$ cat src/rtl/mips_mc_ctrl.sv
// Main control FSM for the multicycle MIPS core: sequences fetch/decode/execute/
// memory/writeback and decodes datapath controls from state, opcode, funct, zero and mem_ack.
module mips_mc_ctrl (
  input  logic       clk,
  input  logic       rst,
  input  logic [5:0] opcode,
  input  logic [5:0] funct,
  input  logic       zero,
  input  logic       mem_ack,
  output logic       mem_req,
  output logic       mem_we,
  output logic       i_or_d,
  output logic       ir_write,
  output logic       pc_write,
  output logic [1:0] pc_src,
  output logic [1:0] alu_src_a,
  output logic [1:0] alu_src_b,
  output logic [1:0] alu_op,
  output logic       funct_sel,
  output logic       imm_zext,
  output logic       reg_write,
  output logic       reg_dst,
  output logic       mem_to_reg,
  output logic       instr_done,
  output logic       illegal_op,
  output logic [3:0] state
);

  typedef enum logic [3:0] {
    S_FETCH  = 4'd0,
    S_DECODE = 4'd1,
    S_MEMADR = 4'd2,
    S_MEMRD  = 4'd3,
    S_MEMWB  = 4'd4,
    S_MEMWR  = 4'd5,
    S_RTEXE  = 4'd6,
    S_RTWB   = 4'd7,
    S_BRANCH = 4'd8,
    S_ITEXE  = 4'd9,
    S_ITWB   = 4'd10,
    S_JUMP   = 4'd11
  } state_t;

  localparam logic [5:0] OP_RTYPE = 6'b000000;
  localparam logic [5:0] OP_LW    = 6'b100011;
  localparam logic [5:0] OP_SW    = 6'b101011;
  localparam logic [5:0] OP_BEQ   = 6'b000100;
  localparam logic [5:0] OP_BNE   = 6'b000101;
  localparam logic [5:0] OP_J     = 6'b000010;
  localparam logic [5:0] OP_ADDI  = 6'b001000;
  localparam logic [5:0] OP_ANDI  = 6'b001100;
  localparam logic [5:0] OP_ORI   = 6'b001101;
  localparam logic [5:0] OP_XORI  = 6'b001110;
  localparam logic [5:0] OP_SLTI  = 6'b001010;

  state_t r_state;
  state_t w_next;
  logic   w_is_itype;
  logic   w_is_shift;

  assign w_is_itype = (opcode == OP_ADDI) || (opcode == OP_ANDI) || (opcode == OP_ORI) ||
                      (opcode == OP_XORI) || (opcode == OP_SLTI);
  assign w_is_shift = (funct == 6'b000000) || (funct == 6'b000010) || (funct == 6'b000011);

  // State register; reset wins over any pending mem_ack, abandoning the access.
  always_ff @(posedge clk) begin
    if (rst) begin
      r_state <= S_FETCH;
    end else begin
      r_state <= w_next;
    end
  end

  // Next-state decode.
  always_comb begin
    w_next = S_FETCH;
    case (r_state)
      S_FETCH:  w_next = mem_ack ? S_DECODE : S_FETCH;
      S_DECODE: begin
        if (opcode == OP_RTYPE) begin
          w_next = S_RTEXE;
        end else if ((opcode == OP_LW) || (opcode == OP_SW)) begin
          w_next = S_MEMADR;
        end else if ((opcode == OP_BEQ) || (opcode == OP_BNE)) begin
          w_next = S_BRANCH;
        end else if (opcode == OP_J) begin
          w_next = S_JUMP;
        end else if (w_is_itype) begin
          w_next = S_ITEXE;
        end else begin
          w_next = S_FETCH;
        end
      end
      S_MEMADR: begin
        if (opcode == OP_LW) begin
          w_next = S_MEMRD;
        end else if (opcode == OP_SW) begin
          w_next = S_MEMWR;
        end else begin
          w_next = S_FETCH;
        end
      end
      S_MEMRD:  w_next = mem_ack ? S_MEMWB : S_MEMRD;
      S_MEMWB:  w_next = S_FETCH;
      S_MEMWR:  w_next = mem_ack ? S_FETCH : S_MEMWR;
      S_RTEXE:  w_next = S_RTWB;
      S_RTWB:   w_next = S_FETCH;
      S_BRANCH: w_next = S_FETCH;
      S_ITEXE:  w_next = S_ITWB;
      S_ITWB:   w_next = S_FETCH;
      S_JUMP:   w_next = S_FETCH;
      default:  w_next = S_FETCH;
    endcase
  end

  // Output decode; everything is held at 0 while rst is asserted.
  always_comb begin
    mem_req    = 1'b0;
    mem_we     = 1'b0;
    i_or_d     = 1'b0;
    ir_write   = 1'b0;
    pc_write   = 1'b0;
    pc_src     = 2'b00;
    alu_src_a  = 2'b00;
    alu_src_b  = 2'b00;
    alu_op     = 2'b00;
    funct_sel  = 1'b0;
    imm_zext   = 1'b0;
    reg_write  = 1'b0;
    reg_dst    = 1'b0;
    mem_to_reg = 1'b0;
    instr_done = 1'b0;
    illegal_op = 1'b0;
    state      = 4'd0;
    if (rst) begin
      state = 4'd0;
    end else begin
      state = r_state;
      case (r_state)
        S_FETCH: begin
          mem_req   = 1'b1;
          alu_src_b = 2'b01;
          ir_write  = mem_ack;
          pc_write  = mem_ack;
        end
        S_DECODE: begin
          alu_src_b  = 2'b11;
          illegal_op = (w_next == S_FETCH);
        end
        S_MEMADR: begin
          alu_src_a = 2'b01;
          alu_src_b = 2'b10;
        end
        S_MEMRD: begin
          mem_req = 1'b1;
          i_or_d  = 1'b1;
        end
        S_MEMWB: begin
          reg_write  = 1'b1;
          mem_to_reg = 1'b1;
          instr_done = 1'b1;
        end
        S_MEMWR: begin
          mem_req    = 1'b1;
          mem_we     = 1'b1;
          i_or_d     = 1'b1;
          instr_done = mem_ack;
        end
        S_RTEXE: begin
          alu_src_a = w_is_shift ? 2'b10 : 2'b01;
          alu_op    = 2'b10;
        end
        S_RTWB: begin
          reg_write  = 1'b1;
          reg_dst    = 1'b1;
          instr_done = 1'b1;
        end
        S_BRANCH: begin
          alu_src_a  = 2'b01;
          alu_op     = 2'b01;
          pc_src     = 2'b01;
          pc_write   = (opcode == OP_BNE) ? ~zero : zero;
          instr_done = 1'b1;
        end
        S_ITEXE: begin
          alu_src_a = 2'b01;
          alu_src_b = 2'b10;
          alu_op    = 2'b10;
          funct_sel = 1'b1;
          imm_zext  = (opcode == OP_ANDI) || (opcode == OP_ORI) || (opcode == OP_XORI);
        end
        S_ITWB: begin
          reg_write  = 1'b1;
          instr_done = 1'b1;
        end
        S_JUMP: begin
          pc_src     = 2'b10;
          pc_write   = 1'b1;
          instr_done = 1'b1;
        end
        default: begin
          state = r_state;
        end
      endcase
    end
  end

endmodule

$ cat config.mk
export PLATFORM = sky130hd
export DESIGN_NAME = mips_mc_ctrl
export DESIGN_NICKNAME = d
export VERILOG_FILES = /design/src/rtl/mips_mc_ctrl.sv
export SDC_FILE = /design/constraint.sdc
export NUM_CORES = 1
export LEC_CHECK = 0
export BUFFER_PORTS_ARGS = -buffer_cell sky130_fd_sc_hd__buf_2
export CAP_MARGIN = 20
export CORE_ASPECT_RATIO = 0.8
export CORE_UTILIZATION = 35
export CTS_CLUSTER_DIAMETER = 150
export CTS_CLUSTER_SIZE = 8
export DETAILED_ROUTE_END_ITERATION = 12
export PLACE_DENSITY = 0.68
export SLEW_MARGIN = 5
export SYNTH_ARGS = -nofsm -noshare
export SYNTH_HDL_FRONTEND = slang
export SYNTH_SLANG_ARGS = --single-unit
export TNS_END_PERCENT = 1
$ cat constraint.sdc
create_clock -name clk -period 1.49 [get_ports clk]
set_input_delay 0 -clock clk [delete_from_list [all_inputs] [get_ports clk]]
set_output_delay 0 -clock clk [all_outputs]
set_load 0.05 [all_outputs]
=== Word level (Yosys, flattened, before mapping) ===
Cells that the tools add are included.

* Bits in registers: 4
* Input port bits: 16
* Output and inout port bits: 24
* Logic and storage cells: 92

* Equality and inequality tests: 23
* Mux-type cells: 46
* Bitwise operators: 1
* Reductions and logical operators: 21

{| class="wikitable"
|+ Operators by type and width
! operator !! count
|-
| == test 6 x 4 -> 1 bit (second input constant) || 5
|-
| one-hot mux 4 bit (7 select lines) || 1
|-
| 2-to-1 mux 1 bit || 24
|-
| 2-to-1 mux 4 bit || 6
|-
| == test 6 x 2 -> 1 bit (second input constant) || 3
|-
| == test 4 x 3 -> 1 bit (second input constant) || 4
|-
| == test 4 bit (second input constant) || 4
|-
| == test 6 x 3 -> 1 bit (second input constant) || 2
|-
| == test 6 bit (second input constant) || 2
|-
| logical NOT 6 bit || 2
|-
| 2-to-1 mux 3 bit || 4
|-
| one-hot mux 2 bit (2 select lines) || 3
|-
| logical OR 1 bit || 10
|-
| 2-to-1 mux 2 bit || 5
|-
| OR reduction 3 bit || 3
|-
| == test 4 x 2 -> 1 bit (second input constant) || 2
|-
| logical NOT 4 bit || 2
|-
| one-hot mux 2 bit (3 select lines) || 1
|-
| OR reduction 2 bit || 3
|-
| OR reduction 5 bit || 1
|-
| == test 4 x 1 -> 1 bit (second input constant) || 1
|-
| one-hot mux 1 bit (3 select lines) || 1
|-
| one-hot mux 1 bit (2 select lines) || 1
|-
| NOT 1 bit || 1
|}

=== Logic depth before layout (Yosys ltp) ===
* Depth after elaboration: 14
* Depth in mapped cells: 6
* Depth with buffers taken out: 4

=== Least setup slack after synthesis ===
No wires, ideal clock.

* Path type: reg-to-output
* From: register r_state[2]
* To: output imm_zext
* Data arrival time: 3,129 ps
* Required time: 1,490 ps
* Setup slack: -1,639 ps
* Stages on the path, launching flop included: 5
* Buffers on the path: 1
* Path through: dfxtp_1 -> buf_4 -> nor2_1 -> nand2_1 -> a2111oi_0

* Longest elaborated chain between the ends: 3

{| class="wikitable"
|+ RTL lines
! what !! RTL line !! text
|-
| start, declared || 56 || <nowiki>state_t r_state;</nowiki>
|-
| start signal, assigned || 70 || <nowiki>r_state <= w_next;</nowiki>
|-
| == test 4 bit || 139 || <nowiki>case (r_state)</nowiki>
|-
| 2-to-1 mux 1 bit || 139 ||
|-
| 2-to-1 mux 1 bit || 135 || <nowiki>if (rst) begin</nowiki>
|-
| end, declared || 20 || <nowiki>output logic imm_zext,</nowiki>
|}

Every way passes these cells.

=== Worst setup path in the final report ===
* From: register r_state[2]
* To: output illegal_op

* Longest elaborated chain between the ends: 5
* Elaborated cells between the ends (all ways): 11
* Those cells by class: eq/ne (6); mux (3); reduce/logical (2)

{| class="wikitable"
|+ RTL lines
! what !! RTL line !! text
|-
| == test 4 bit (tied with other cells) || 77 || <nowiki>case (r_state)</nowiki>
|-
| one-hot mux 4 bit (7 select lines) || 77 ||
|-
| logical NOT 4 bit || 148 || <nowiki>illegal_op = (w_next == S_FETCH);</nowiki>
|-
| 2-to-1 mux 1 bit * || 139 ||
|-
| 2-to-1 mux 1 bit * || 135 ||
|-
| end, declared || 25 || <nowiki>output logic illegal_op,</nowiki>
|}

Mark *: on every way between the ends. The rest lies on a longest branch, timed or not.

==> out/qor.txt <==
status: finished with violations
violated checks: setup timing
crit end category: output port
NumNets Final: 188
WS Path Type: flip-flop to output port
Synth Flop Type: dfxtp_1
post-route cell area: 0.00140 sq mm
Residual DRC: 0
Synth Register Bits: 4
critical path startpoint category: flip-flop
Synth warnings: 0
Layout Utilization: 72.8%
row cnt: 14
area growth from synthesis to layout: 92.0%
Synth Instances: 108
Final Max Tran Viols: 0
Worst Path Max Fanout: 2
clk_lat worst skew: 250 ps
post-synth cell types: 44
global route overflow: 0
Die W: 53.1 um
Worst slew margin: 69.4%
Hold Buf Count CTS: 0
max incr delay on CP: 410 ps
final hold violations: 0
synthesized area per cell: 6.77 sq um
Worst Path Arrival: 1690 ps
DR vias: 1109
die area: 0.00228 sq mm
post-synthesis async set-or-reset flop share: 0%
Max Root-Sink Buffers: 2
largest net degree at the start of global routing: 15
CP startpoint: r_state[2]$_SDFF_PP0_
largest reg by FF count: r_state
initial antenna violation count: 0
worst-path cell chain: or2b_1 > or4_1 > a21o_1 > nor4b_4 > buf_6
Area contributors post-synth: dfxtp_1 (11%), nor3_1 (7.5%), nor2b_1 (6.8%)
VDD IR-drop max: 0.323 mV
ANT cells: 0
worst hold path type: primary input to flip-flop
Mapped Area: 731 sq um
setup ws final: -203 ps
number of synthesized flops with an enable pin: 0
gpl congestion: 0.898
actual slew at the worst max-slew pin: 452 ps
reg2reg end: r_state[1]$_SDFF_PP0_
Clock Sinks: 4
MaxCap Viol Count: 0
IO Port Bufs: 39
Syn Nets: 124
detailed placer's ending HPWL: 2.05 mm
reg-to-reg slack, setup: -70 ps
TritonCTS clock tree: built
RSZ-0062 raised after global routing: true
post-route ant nets: 0
CTS clk-pin slew, worst paths: 50 ps
top-area cell type share of the netlist area: 11.0%
drt first pass iters: 4
Core Region: 0.00193 sq mm
max reg flops: 4
vias per cell: 5.72
Die H: 42.9 um
area leader, netlist: dfxtp_1
first-pass GRT wire length: 4.31 mm
Initial Utilization: 37.9%
gr usage total: 25.3%
drt initial violations: 46
Power Density: 375 mW/mm^2
vias in the first global route: 927
routed wire length: 2.94 mm
Pleak: 0.617 nW
# setup viols final: 10
register area share after synthesis: 11.0%
R2R depth: 6
I/O Pins: 40
post-DR wirelength/cell: 15.1 um
CTS Buf Count: 3
WP data required: 1490 ps
layout cells sized above 1: 60.6%
timing endpoint of the critical path: illegal_op
Final Skew: 7.72 ps
Top Registers: r_state x4
final period utilization: 114%
Synth top cells by count: nor2_1 (12), nor3_1 (11), nor2b_1 (8)
most common cell in the netlist: nor2_1
reg-to-reg startpoint: r_state[2]$_SDFF_PP0_
htree depth: 1
Post-DP Area: 0.00119 sq mm
fin crit period: 1690 ps
fmax: 591 MHz
post-place setup slack: -152 ps
critical path's slowest cell: or4_1
Root Buffer: clkbuf_4
[power breakdown]
part           switching (mW)  internal (mW)
logic                   0.153          0.113
clock network          0.0580         0.0910
registers             0.00268          0.109
[worst min-delay path by stage]
stage | slack [ps] | cells after the start | start | endpoint
6_report | 180 | 4 | opcode[1] | r_state[2]$_SDFF_PP0_
5_1_grt | 210 | 4 | opcode[1] | r_state[2]$_SDFF_PP0_
4_1_cts | 180 | 4 | opcode[1] | r_state[2]$_SDFF_PP0_
3_5_place_dp | 400 | 3 | opcode[1] | imm_zext
3_3_place_gp | 400 | 3 | opcode[1] | imm_zext
2_1_floorplan | 180 | 1 | opcode[0] | imm_zext
[final cells by class]
class                           count  area [sq um]
Multi-Input combinational cell     90           729
Tap cell                           24          30.0
Clock buffer                        3          22.5
Inverter                            4          15.0
Sequential cell                     4          86.3
Timing Repair Buffer               69           519
Fill cell                         143           524
[cells in the final DEF, fill, tap and decap left out, drive strengths merged, types with 3 or more instances in the layout]
master,n
buf,66
nor2,12
nor3,11
nor2b,8
clkbuf,6
nand2,5
inv,4
and3,4
nor4b,4
nand2b,4
dfxtp,4
a21oi,3
o21ai,3
nand3,3
a31oi,3
nor4,3
[logic make-up after synthesis]
family | count (synthesis) | share of synthesized area (%)
AOI/OAI and AO/OA | 23 | 23.6
xor gates and xnor gates | 1 | 1.20
muxes | 1 | 1.37
DFF | 4 | 11.0
and+or+nand+nor | 65 | 52.7
buffers and inverters | 14 | 10.1
[what timing repair did]
item                                    in CTS  in global routing
gates resized for setup                     34                 20
pin swaps                                    1                  0
endpoints found under the setup margin      22                 23
buffers inserted                             1                  1
[metrics by stage]
stage / power [mW] / TNS, ps / instances / hold WS, ps
6_report: 0.526 / -800 / 194 / 176
5_1_grt: 0.548 / -1670 / 194 / 205
4_1_cts: 0.499 / -763 / 193 / 176
3_5_place_dp: 0.341 / -341 / 189 / 402
3_3_place_gp: 0.335 / -364 / 189 / 398
2_1_floorplan: 0.247 / -3250 / 108 / 175
[critical path, delay by kind of cell, from the launching register on]
kind | cells | cell delay [ps]
AO/OA/AOI/OAI | 1 | 180
buffers and inverters | 1 | 150
flip-flops | 1 | 310
AND/OR/NAND/NOR | 3 | 800
[per-layer routing]
layer | share of wire, % | GRT usage [%] | wire (um) | up-vias
met2 | 48 | 42.0 | 1400 | 64
met1 | 43 | 33.4 | 1260 | 512
li1 | - | - | - | 527
met4 | 1.4 | 8.42 | 40 | 0
met3 | 8.0 | 2.87 | 236 | 6
met5 | 0 | 0 | 0 | -
Power figures use the tool's default switching activity.
